[src/rtl/ctrl_pkt_gen.sv]
// ctrl_pkt_gen: turns single register-write commands into CHDR control packets
// on a 64-bit AXI-stream and tracks the response stream coming back.
//
// Ports:
//   clk, reset_n (async active-low), clear (sync soft clear)
//   cmd_*   : command input (valid/ready), address/data/optional timestamp
//   ctrl_*  : outgoing packet stream (header, [time], payload with tlast)
//   resp_*  : response stream from the downstream processor (always ready)
//   seqnum_err  : one-cycle pulse on a response sequence-number mismatch
//   outstanding : issued-minus-answered packet count
//
// Optional feature macro: CTRL_PKT_GEN_SEQ_CHECK_EN
//   defined   -> credit gating on MAX_OUTSTANDING plus response seqnum checking
//   undefined -> responses drained and ignored, seqnum_err/outstanding held 0
module ctrl_pkt_gen #(
  parameter logic [31:0] SID             = 32'h0000_0000,
  parameter int unsigned MAX_OUTSTANDING = 4
) (
  input  logic        clk,
  input  logic        reset_n,
  input  logic        clear,
  input  logic        cmd_tvalid,
  output logic        cmd_tready,
  input  logic [15:0] cmd_addr,
  input  logic [31:0] cmd_data,
  input  logic        cmd_timed,
  input  logic [63:0] cmd_time,
  output logic [63:0] ctrl_tdata,
  output logic        ctrl_tlast,
  output logic        ctrl_tvalid,
  input  logic        ctrl_tready,
  input  logic [63:0] resp_tdata,
  input  logic        resp_tlast,
  input  logic        resp_tvalid,
  output logic        resp_tready,
  output logic        seqnum_err,
  output logic [7:0]  outstanding
);

  localparam int unsigned SEQ_W  = 12;
  localparam int unsigned CNT_W  = 8;
  localparam int unsigned BUS_W  = 64;
  localparam logic [15:0] LEN_UNTIMED = 16'd4;
  localparam logic [15:0] LEN_TIMED   = 16'd6;

  typedef enum logic [1:0] {IDLE, HEAD, TIME, DATA} state_e;

  typedef struct packed {
    logic [15:0] addr;
    logic [31:0] data;
    logic        timed;
    logic [63:0] ts;
  } cmd_t;

  state_e             state_q, state_d;
  cmd_t               cmd_q, cmd_d;
  logic [SEQ_W-1:0]   seq_q, seq_d;
  logic [BUS_W-1:0]   ctrl_tdata_q, ctrl_tdata_d;
  logic               ctrl_tlast_q, ctrl_tlast_d;
  logic               ctrl_tvalid_q, ctrl_tvalid_d;
  logic               cmd_tready_q, cmd_tready_d;
  logic               resp_tready_q;
  logic               seqnum_err_q, seqnum_err_d;
  logic [CNT_W-1:0]   outstanding_q, outstanding_d;
  logic               data_acc;

  // Packet FSM: command capture, beat sequencing, seqnum advance.
  always_comb begin
    state_d  = state_q;
    cmd_d    = cmd_q;
    seq_d    = seq_q;
    data_acc = 1'b0;
    case (state_q)
      IDLE: begin
        if (cmd_tvalid && cmd_tready_q) begin
          cmd_d   = '{addr: cmd_addr, data: cmd_data, timed: cmd_timed, ts: cmd_time};
          state_d = HEAD;
        end
      end
      HEAD: begin
        if (ctrl_tready) state_d = cmd_q.timed ? TIME : DATA;
      end
      TIME: begin
        if (ctrl_tready) state_d = DATA;
      end
      DATA: begin
        if (ctrl_tready) begin
          data_acc = 1'b1;
          seq_d    = seq_q + SEQ_W'(1);
          state_d  = IDLE;
        end
      end
      default: state_d = IDLE;
    endcase
    if (clear) begin
      state_d  = IDLE;
      seq_d    = '0;
      data_acc = 1'b0;
    end
  end

`ifdef CTRL_PKT_GEN_SEQ_CHECK_EN
  logic [SEQ_W-1:0] exp_q, exp_d;
  logic             resp_first_q, resp_first_d;
  logic             resp_dec;
  logic             unused_resp;

  assign unused_resp = ^{resp_tdata[63:60], resp_tdata[47:0]};

  // Response tracking: only the first beat of each packet carries a seqnum.
  always_comb begin
    exp_d        = exp_q;
    resp_first_d = resp_first_q;
    seqnum_err_d = 1'b0;
    resp_dec     = 1'b0;
    if (resp_tvalid) begin
      resp_first_d = resp_tlast;
      if (resp_first_q) begin
        if (outstanding_q == '0) begin
          // Nothing issued to answer: flag it, leave counters alone.
          seqnum_err_d = 1'b1;
        end else begin
          resp_dec     = 1'b1;
          seqnum_err_d = (resp_tdata[59:48] != exp_q);
          exp_d        = exp_q + SEQ_W'(1);
        end
      end
    end
    outstanding_d = outstanding_q + CNT_W'(data_acc) - CNT_W'(resp_dec);
    if (clear) begin
      exp_d         = '0;
      resp_first_d  = 1'b1;
      seqnum_err_d  = 1'b0;
      outstanding_d = '0;
    end
  end

  always_ff @(posedge clk or negedge reset_n) begin
    if (!reset_n) begin
      exp_q        <= '0;
      resp_first_q <= 1'b1;
    end else begin
      exp_q        <= exp_d;
      resp_first_q <= resp_first_d;
    end
  end
`else
  logic unused_resp;

  assign unused_resp = ^{resp_tdata, resp_tlast, resp_tvalid, data_acc,
                         CNT_W'(MAX_OUTSTANDING)};

  always_comb begin
    seqnum_err_d  = 1'b0;
    outstanding_d = '0;
  end
`endif

  // Registered outputs are computed from the next state so they line up with it.
  always_comb begin
    ctrl_tvalid_d = (state_d != IDLE);
    ctrl_tlast_d  = (state_d == DATA);
    ctrl_tdata_d  = '0;
    case (state_d)
      // Header: {type=2'b10, has_time, eob=0, seqnum, length, SID}
      HEAD:    ctrl_tdata_d = {1'b1, 1'b0, cmd_d.timed, 1'b0, seq_d,
                               (cmd_d.timed ? LEN_TIMED : LEN_UNTIMED), SID};
      TIME:    ctrl_tdata_d = cmd_d.ts;
      DATA:    ctrl_tdata_d = {16'h0000, cmd_d.addr, cmd_d.data};
      default: ctrl_tdata_d = '0;
    endcase
`ifdef CTRL_PKT_GEN_SEQ_CHECK_EN
    cmd_tready_d = (state_d == IDLE) && (outstanding_d < CNT_W'(MAX_OUTSTANDING));
`else
    cmd_tready_d = (state_d == IDLE);
`endif
  end

  always_ff @(posedge clk or negedge reset_n) begin
    if (!reset_n) begin
      state_q       <= IDLE;
      cmd_q         <= '0;
      seq_q         <= '0;
      ctrl_tdata_q  <= '0;
      ctrl_tlast_q  <= 1'b0;
      ctrl_tvalid_q <= 1'b0;
      cmd_tready_q  <= 1'b1;
      resp_tready_q <= 1'b1;
      seqnum_err_q  <= 1'b0;
      outstanding_q <= '0;
    end else begin
      state_q       <= state_d;
      cmd_q         <= cmd_d;
      seq_q         <= seq_d;
      ctrl_tdata_q  <= ctrl_tdata_d;
      ctrl_tlast_q  <= ctrl_tlast_d;
      ctrl_tvalid_q <= ctrl_tvalid_d;
      cmd_tready_q  <= cmd_tready_d;
      resp_tready_q <= 1'b1;
      seqnum_err_q  <= seqnum_err_d;
      outstanding_q <= outstanding_d;
    end
  end

  assign cmd_tready  = cmd_tready_q;
  assign ctrl_tdata  = ctrl_tdata_q;
  assign ctrl_tlast  = ctrl_tlast_q;
  assign ctrl_tvalid = ctrl_tvalid_q;
  assign resp_tready = resp_tready_q;
  assign seqnum_err  = seqnum_err_q;
  assign outstanding = outstanding_q;

endmodule

[config.mk]
export PLATFORM = sky130hd
export DESIGN_NAME = ctrl_pkt_gen
export DESIGN_NICKNAME = d
export VERILOG_FILES = /design/src/rtl/ctrl_pkt_gen.sv
export SDC_FILE = /design/constraint.sdc
export NUM_CORES = 1
export LEC_CHECK = 0
export ABC_AREA = 1
export BUFFER_PORTS_ARGS = -buffer_cell sky130_fd_sc_hd__buf_2
export CAP_MARGIN = 20
export CORE_MARGIN = 2
export CORE_UTILIZATION = 46
export CTS_CLUSTER_DIAMETER = 60
export DETAILED_ROUTE_END_ITERATION = 7
export HOLD_SLACK_MARGIN = 0.12
export PLACE_DENSITY = 0.82
export SYNTH_ARGS = -nofsm -noshare
export SYNTH_HDL_FRONTEND = slang
export SYNTH_SLANG_ARGS = --single-unit
[constraint.sdc]
create_clock -name clk -period 1.5 [get_ports clk]
set_clock_uncertainty 0.1 [all_clocks]
set_input_delay 0.075 -clock clk [delete_from_list [all_inputs] [get_ports clk]]
set_output_delay 0.075 -clock clk [all_outputs]
set_load 0.01 [all_outputs]
* After elaboration in Yosys (flattened, before gate mapping)
Index checks and enable logic that the tools add are counted.
** Operators by class
- Mux-type cells :: 14
- Add/sub/neg operators :: 1
- Reduce and logical (&&, ||, !) cells :: 4
- Eq/ne operators :: 6
** Operator list (number)
- 113-bit 2-to-1 mux :: 2
- 64-bit one-hot mux with 3 select lines :: 1
- 12-bit 2-to-1 mux :: 3
- 12-bit by 1-bit adder with 12-bit output, second input constant :: 1
- 2-bit 2-to-1 mux :: 6
- 2-bit == test, second input constant :: 4
- 2-bit one-hot mux with 4 select lines :: 1
- 2-bit by 1-bit == test with 1-bit output, second input constant :: 2
- 2-bit logical NOT :: 2
- 2-bit nonzero test :: 1
- 1-bit logical AND :: 1
- 1-bit 2-to-1 mux :: 1
** Word-level totals
- Register bits after elaboration :: 194
- Logic and storage cells :: 35

* Longest topological paths before layout
Gate-level depths: netlist (run 1).
- Depth after elaboration :: 6
- Depth in mapped cells :: 11
- Depth with buffers taken out :: 9

* Worst setup path before layout (run 1)
No wires, ideal clock.
- Path kind :: reg-to-reg
- Start :: reg state_q[0]
- End :: reg ctrl_tdata_q[60] (netlist: ctrl_tdata[60])
- Arrival time :: 1.312 ns
- Setup time :: 0.125 ns
- Buffers on the path :: 3
- Stages on the path, launching flop included :: 8
- Path slack :: -0.038 ns
- Clock period less this slack :: 1.538 ns
- Cell sequence :: dfrtp_1 > buf_6 > nor2_2 > nand3_4 > buf_4 > buf_2 > o21ai_0 > nor2_1
** On the way
- Cells in the longest elaborated chain, start to end :: 5
** Ends and longest elaborated chain
- start: declaration :: RTL line 55 : state_e state_q, state_d;
- start signal: assignment :: RTL line 192 : state_q <= state_d;
- 2-bit == test, or another cell as far along :: RTL line 73 : case (state_q)
- 2-bit one-hot mux with 4 select lines :: RTL line 73
- 2-bit 2-to-1 mux :: RTL line 95 : if (clear) begin
- 2-bit == test or 2-bit by 1-bit == test with 1-bit output (tied branches) :: RTL line 164 : case (state_d)
- 64-bit one-hot mux with 3 select lines * :: RTL line 164
- via ctrl_tdata_d[60] :: RTL line 58 : logic [BUS_W-1:0] ctrl_tdata_q, ctrl_tdata_d;
- end signal: assignment :: RTL line 195 : ctrl_tdata_q <= ctrl_tdata_d;
- end: declaration :: RTL line 58
Mark *: on every way through the listed nets, which the timed path passes. The rest lies on a longest branch.

* Worst setup path in the final report (run 1)
- Start :: reg state_q[0]
- End :: reg ctrl_tdata_q[26] (netlist: ctrl_tdata[26])
** On the way
- Cells in the longest elaborated chain, start to end :: 5
** Ends and longest elaborated chain (RTL line)
- 2-bit == test, or another cell as far along :: 73
- 2-bit one-hot mux with 4 select lines * :: 73
- 2-bit 2-to-1 mux * :: 95
- via state_d[0] :: 55
- 2-bit == test or 2-bit by 1-bit == test with 1-bit output (tied branches) :: 164
- 64-bit one-hot mux with 3 select lines * :: 164
- via ctrl_tdata_d[26] :: 58
Marks and branches as above.

==> results.toml, run 1 <==
[power_and_ir_drop]
power_frac_seq = 0.437
p_sw_mw = 5.653
intPower_mw = 11.54
ir_drop_mv = 0.8795
pwr-share-comb = 0.308
p_per_area_nw_per_um2 = 1398
p_sw_frac = 0.3288
leakage_nw = 6.708
clockPowerShare = 0.255

[floorplan]
io_pins = 261
initial_core_util = 0.4710
rows = 47
die_y_um = 134.3
die_w_um = 134.3
placeableCoreArea_um2 = 16580
die_area_um2 = 18040

[placement]
hpwl_mm = 11.71
portBuffers = 184
dpl_worst_slack_ps = -194.5
dpl.cell_count = 1269
gp_congestion = 0.8771

[sta]
setup_viol = 141
finalHoldViolCount = 0
layout_min_cycle_time_ps = 1732
fin_crit_sh = 1.155
layout_setup_ws_ps = -231.8
clock.fmax_mhz = 577.4
rsz0062_at_grt = "yes"
maxSlewViolCount = 0

[status]
status = "complete, but fails checks"
violations = "setup timing"

[finish]
antenna_cells = 0
fin_cells = 1446
final_nets = 1400
drive_above_1_share = 0.3654
areaGrowthSynthToFinish_pct = 57.43
fin_util = 0.7414

[logic_synthesis]
syn_area_um2 = 7810
synth_cell_types = 27
seq_area_frac_synth = 0.6218
yosysTopAreaCell = "dfrtp_1"
synth_top_area_frac = 0.6184
synth_seq_cells = 194
syn_area_per_cell_um2 = 8.905
synth_area_leaders = "dfrtp_1 (62%), nand2_1 (15%), inv_1 (6.6%)"
yosys_warnings = 0
syn_inst = 877

[worst_hold_path]
hold_path_depth = 4
min_from = "cmd_time[36]"
hold_path_class = "input pin to register"
holdPathEnd = "cmd_q[36]"

[route]
drc = 0
dr.first_iter.drc_count = 469
num_vias = 7365
postRouteAntennaNets = 0
routed_wl_mm = 26.07
wire_per_inst_um = 18.03
viasPerCell = 5.093
firstDrtPassIters = 5

[clocking]
cts-root-buf = "clkbuf_16"
tritoncts = "built"
h-tree-depth = 4
clock_latency_ps = 430
cts.path.max_buffers = 2
clkSinkCount = 194
path_clk_slew_ps = 70
cts_buffers = 17

[global_route]
first_global_vias = 7099
grt_antenna_before_repair = 0
grt_overflow_total = 0
grt_max_degree = 66
grt_pass1_wl_mm = 34.79
grt.total_usage = 0.2479

[setup_path]
worstReg2RegEnd = "ctrl_tdata[26]"
arrival_ps = 1990
endpoint_kind = "register"
path_cells = "nor2_4 -> a21oi_2 -> nand2_2 -> inv_2 -> nor2_4 -> buf_12 -> buf_12 -> nand2_1 -> nand2_1"
path_buf_inv = 3
reg2reg_from = "state_q[0]"
crit_type = "register to register"
crit_fanout = 22
r2r_slack_ps = -230
path_delay_family = "simple AND/OR/NAND/NOR gates"
worstPathRequired_ps = 1760
slowest_delay_ps = 470
reg2reg_depth = 9
start_kind = "register"
cpMaxStageDelayCell = "dfrtp_2"

[flow_run]
cap_violations = 0
layout make-up:
type	instances	area [um^2]
Timing Repair Buffer	358	3084
Clock inverter	7	77.57
Clock buffer	23	488.0
Multi-Input combinational cell	503	2980
Sequential cell	194	4858
Inverter	141	531.8
Fill cell	990	4288
Tap cell	220	275.3
cells in the mapped netlist:
cell type / count
buf_6: 4
nand4_1: 8
nor2_2: 1
xor2_1: 1
nand3_4: 1
ha_1: 1
o21ai_0: 87
buf_2: 17
o21ai_1: 32
nor3_1: 1
and3_1: 2
nor2_1: 16
dfrtp_1: 193
nand3_2: 1
a21o_1: 1
nor2_4: 3
nand3_1: 12
o21bai_1: 1
dfstp_2: 1
conb_1: 2
nand2_1: 317
nand2_2: 2
a21oi_1: 5
inv_2: 3
clkbuf_1: 8
inv_1: 138
buf_4: 19
tightest hold or removal path: cells and delay by family:
family                 cells  cell delay (ps)
AO/OA/AOI/OAI              1               60
buffers and inverters      3              710
flip-flops by register name (all words and copies together), names as in the netlist:
name,count
cmd_tready,1
cmd_q,113
seq_q,12
ctrl_tlast,1
state_q,2
ctrl_tdata,64
ctrl_tvalid,1
power by group through the flow:
stage,logic (mW),registers (mW),clock network [mW]
after detailed placement,2.89,7.19,0
after global routing,5.69,7.63,4.69
after floorplan,1.86,7.18,0
after global placement,2.77,7.13,0
after CTS,3.41,7.12,4.41
final,5.29,7.52,4.38
repair_timing:
item	in CTS	in global routing
gates cloned	6	15
endpoints found under the hold margin	379	0
pin swaps	4	6
endpoints found under the setup margin	93	174
buffers inserted	3	6
hold buffers	118	0
gates resized for setup	69	270
how the worst max path moves through the flow:
stage,from,endpoint,slack (ps),cells after the start
2_1_floorplan,state_q[0],ctrl_tdata[60],-6,7
5_1_grt,cmd_tready,ctrl_tdata[48],-290,9
6_report,state_q[0],ctrl_tdata[26],-230,9
3_3_place_gp,state_q[0],ctrl_tdata[49],-140,6
3_5_place_dp,state_q[0],ctrl_tdata[49],-190,6
4_1_cts,state_q[1],ctrl_tdata[53],-140,8
cell families after synthesis:
| kind of cell | share of synthesized area |
|---|---|
| compound gates | 0.08138 |
| simple gates | 0.1866 |
| buf+inv | 0.1065 |
| other cells | 0.0009616 |
| xor+xnor | 0.001122 |
| fa+ha+maj | 0.001602 |
| flops | 0.6218 |
cell usage in the layout (no fill, tap or decap), types with 3 or more instances in the layout:
master	n
buf_4	12
o21ai_1	35
clkbuf_8	5
nand2_4	39
nand2_1	237
dlygate4sd3_1	118
nand2_2	43
nor2_4	7
buf_6	8
buf_12	18
o21ai_0	5
nand4_1	8
nor2_1	11
inv_1	138
buf_2	183
clkbuf_16	27
clkinv_4	4
dfrtp_1	191
o21ai_4	12
buf_8	3
o21ai_2	67
buf_16	5
nand3_1	12
a21oi_1	4
conb_1	10
per-layer routing:
layer  track usage  part of all wire
met5             0                 0
met4        0.1222             0.049
met3       0.04875             0.061
met2        0.4300              0.52
met1        0.2952              0.37
metrics by stage:
stage | power, mW | area [um^2] | TNS, ps | hold WS (ps)
2_1_floorplan | 9.038 | 7853 | -12.88 | -320.6
3_3_place_gp | 9.902 | 9099 | -2264 | -71.44
3_5_place_dp | 10.08 | 9099 | -6537 | -71.52
4_1_cts | 14.94 | 11080 | -7538 | 325.6
5_1_grt | 18.01 | 12300 | -24150 | 350.6
6_report | 17.19 | 12300 | -13300 | 347.7
Power figures use the tool's default switching activity.
==> run 2, diff against run 1 <==
Clock period 1.5 ns to 1.42 ns, I/O delays scaled along.
==> results.toml, run 2 (synthesis gave the netlist of run 1 again) <==
[status]
status = "complete, but fails checks"
violations = "setup timing"

[clocking]
cts-root-buf = "clkbuf_16"
path_clk_slew_ps = 90
cts_hold_buf = 119
cts_buffers = 17
clkSinkCount = 194
clock_latency_ps = 430
tritoncts = "built"
h-tree-depth = 4
cts.path.max_buffers = 2

[sta]
layout_setup_ws_ps = -355.3
finalHoldViolCount = 0
layout_min_cycle_time_ps = 1775
setup_viol = 185
setup_tns_ps = -34530
rsz0062_at_grt = "yes"
maxSlewViolCount = 0
clock.fmax_mhz = 563.3
fin_crit_sh = 1.250

[finish]
final_common_cell = "dfrtp_1"
fin_area_um2 = 13220
largest-register = "cmd_q"
final_nets = 1442
drive_above_1_share = 0.4465
fill_cells = 872
largest_reg_flops = 113
areaGrowthSynthToFinish_pct = 69.30
final_cell_mix = "dfrtp_1 (193), nand2_1 (192), buf_2 (182)"

[power_and_ir_drop]
leakage_nw = 7.195
ir_drop_mv = 1.005
p_per_area_nw_per_um2 = 1488
power_mw = 19.68

[worst_hold_path]
holdPathEnd = "state_q[0]"
hold_path_depth = 5
hold_path_class = "input pin to register"
min_from = "clear"

[floorplan]
rows = 47
placeableCoreArea_um2 = 16580
die_area_um2 = 18040
initial_core_util = 0.4710
io_pins = 261
die_y_um = 134.3
die_w_um = 134.3

[placement]
portBuffers = 184
hpwl_mm = 12.01
gp_congestion = 0.8309
post_dp_cell_area_um2 = 9206

[global_route]
grt.total_usage = 0.2750
grt_max_degree = 57
grt_overflow_total = 0
grt_pass1_wl_mm = 37.98
grt_antenna_before_repair = 4
first_global_vias = 7587

[flow_run]
cap_violations = 0

[route]
routed_wl_mm = 31.17
drc = 0
wire_per_inst_um = 20.86
num_vias = 7926
postRouteAntennaNets = 0
viasPerCell = 5.305
firstDrtPassIters = 7
dr.first_iter.drc_count = 760

[setup_path]
endpoint_kind = "register"
arrival_ps = 2020
r2r_slack_ps = -360
crit_fanout = 7
worstReg2RegEnd = "ctrl_tdata[4]"
reg2reg_from = "cmd_tready"
worstPathRequired_ps = 1660
crit_type = "register to register"
start_kind = "register"
reg2reg_depth = 9
==> run 2: critical path, stage by stage, from the launching register on <==
cell and delay [ps]:
dfstp_2 570, buf_6 110, nand3_4 80, clkbuf_16 180, buf_12 160, buf_16 150, nand2_2 70, o21ai_2 80
nand2_1 100, nand2_1 70
==> run 2: how the worst max path moves through the flow <==
| stage | startpoint | endpoint |
|---|---|---|
| after floorplan | state_q[0] | ctrl_tdata[56] |
| after global placement | state_q[0] | ctrl_tdata[57] |
| final | cmd_tready | ctrl_tdata[4] |
| after detailed placement | cmd_tready | ctrl_tdata[38] |
| after global routing | state_q[0] | ctrl_tdata[27] |
| after CTS | state_q[0] | ctrl_tdata[28] |
==> run 2: timing repair <==
item / 4_1_cts / 5_1_grt
resized for setup: 201 / 230
setup endpoints to repair: 155 / 199
hold endpoints to repair: 380 / 1
setup buffers: 16 / 16
pin swaps: 11 / 40
cloned: 13 / 15
==> run 2: layout make-up <==
type                    instances  area, um^2  share of cell area
clock inverters                15       166.4             0.01259
clock buffers                  17       425.4             0.03217
flip-flops and latches        194        4856              0.3672
multi-input cells             502        3279              0.2480
repair buffers                401        3679              0.2782
well taps                     220       275.3             0.02082
diodes                          4       10.01           0.0007570
inverters                     141       531.8             0.04022
==> run 2: report_power, final <==
group / leakage [nW] / internal [mW] / switching [mW]
Combinational: 4.41 / 3.07 / 3.77
Sequential: 2.51 / 7.06 / 0.846
Clock: 0.280 / 2.51 / 2.41
==> run 2: layer usage <==
metal / part of all wire / GRT usage / vias to the layer above
met3: 0.076 / 0.05782 / 179
met2: 0.52 / 0.4776 / 483
met5: 0 / 0 / -
li1: - / - / 3420
met1: 0.34 / 0.3180 / 3844
met4: 0.071 / 0.1509 / 0
==> run 2: metrics by stage <==
stage          utilization  cells  setup slack, ps  hold WS, ps
3_3_place_gp        0.5552   1281           -257.1       -73.33
6_report            0.7973   1494           -355.3        51.34
2_1_floorplan            -    885           -65.75       -324.6
5_1_grt             0.7973   1494           -407.1        55.72
3_5_place_dp        0.5552   1281           -280.3       -71.05
4_1_cts             0.7215   1461           -242.0        129.3
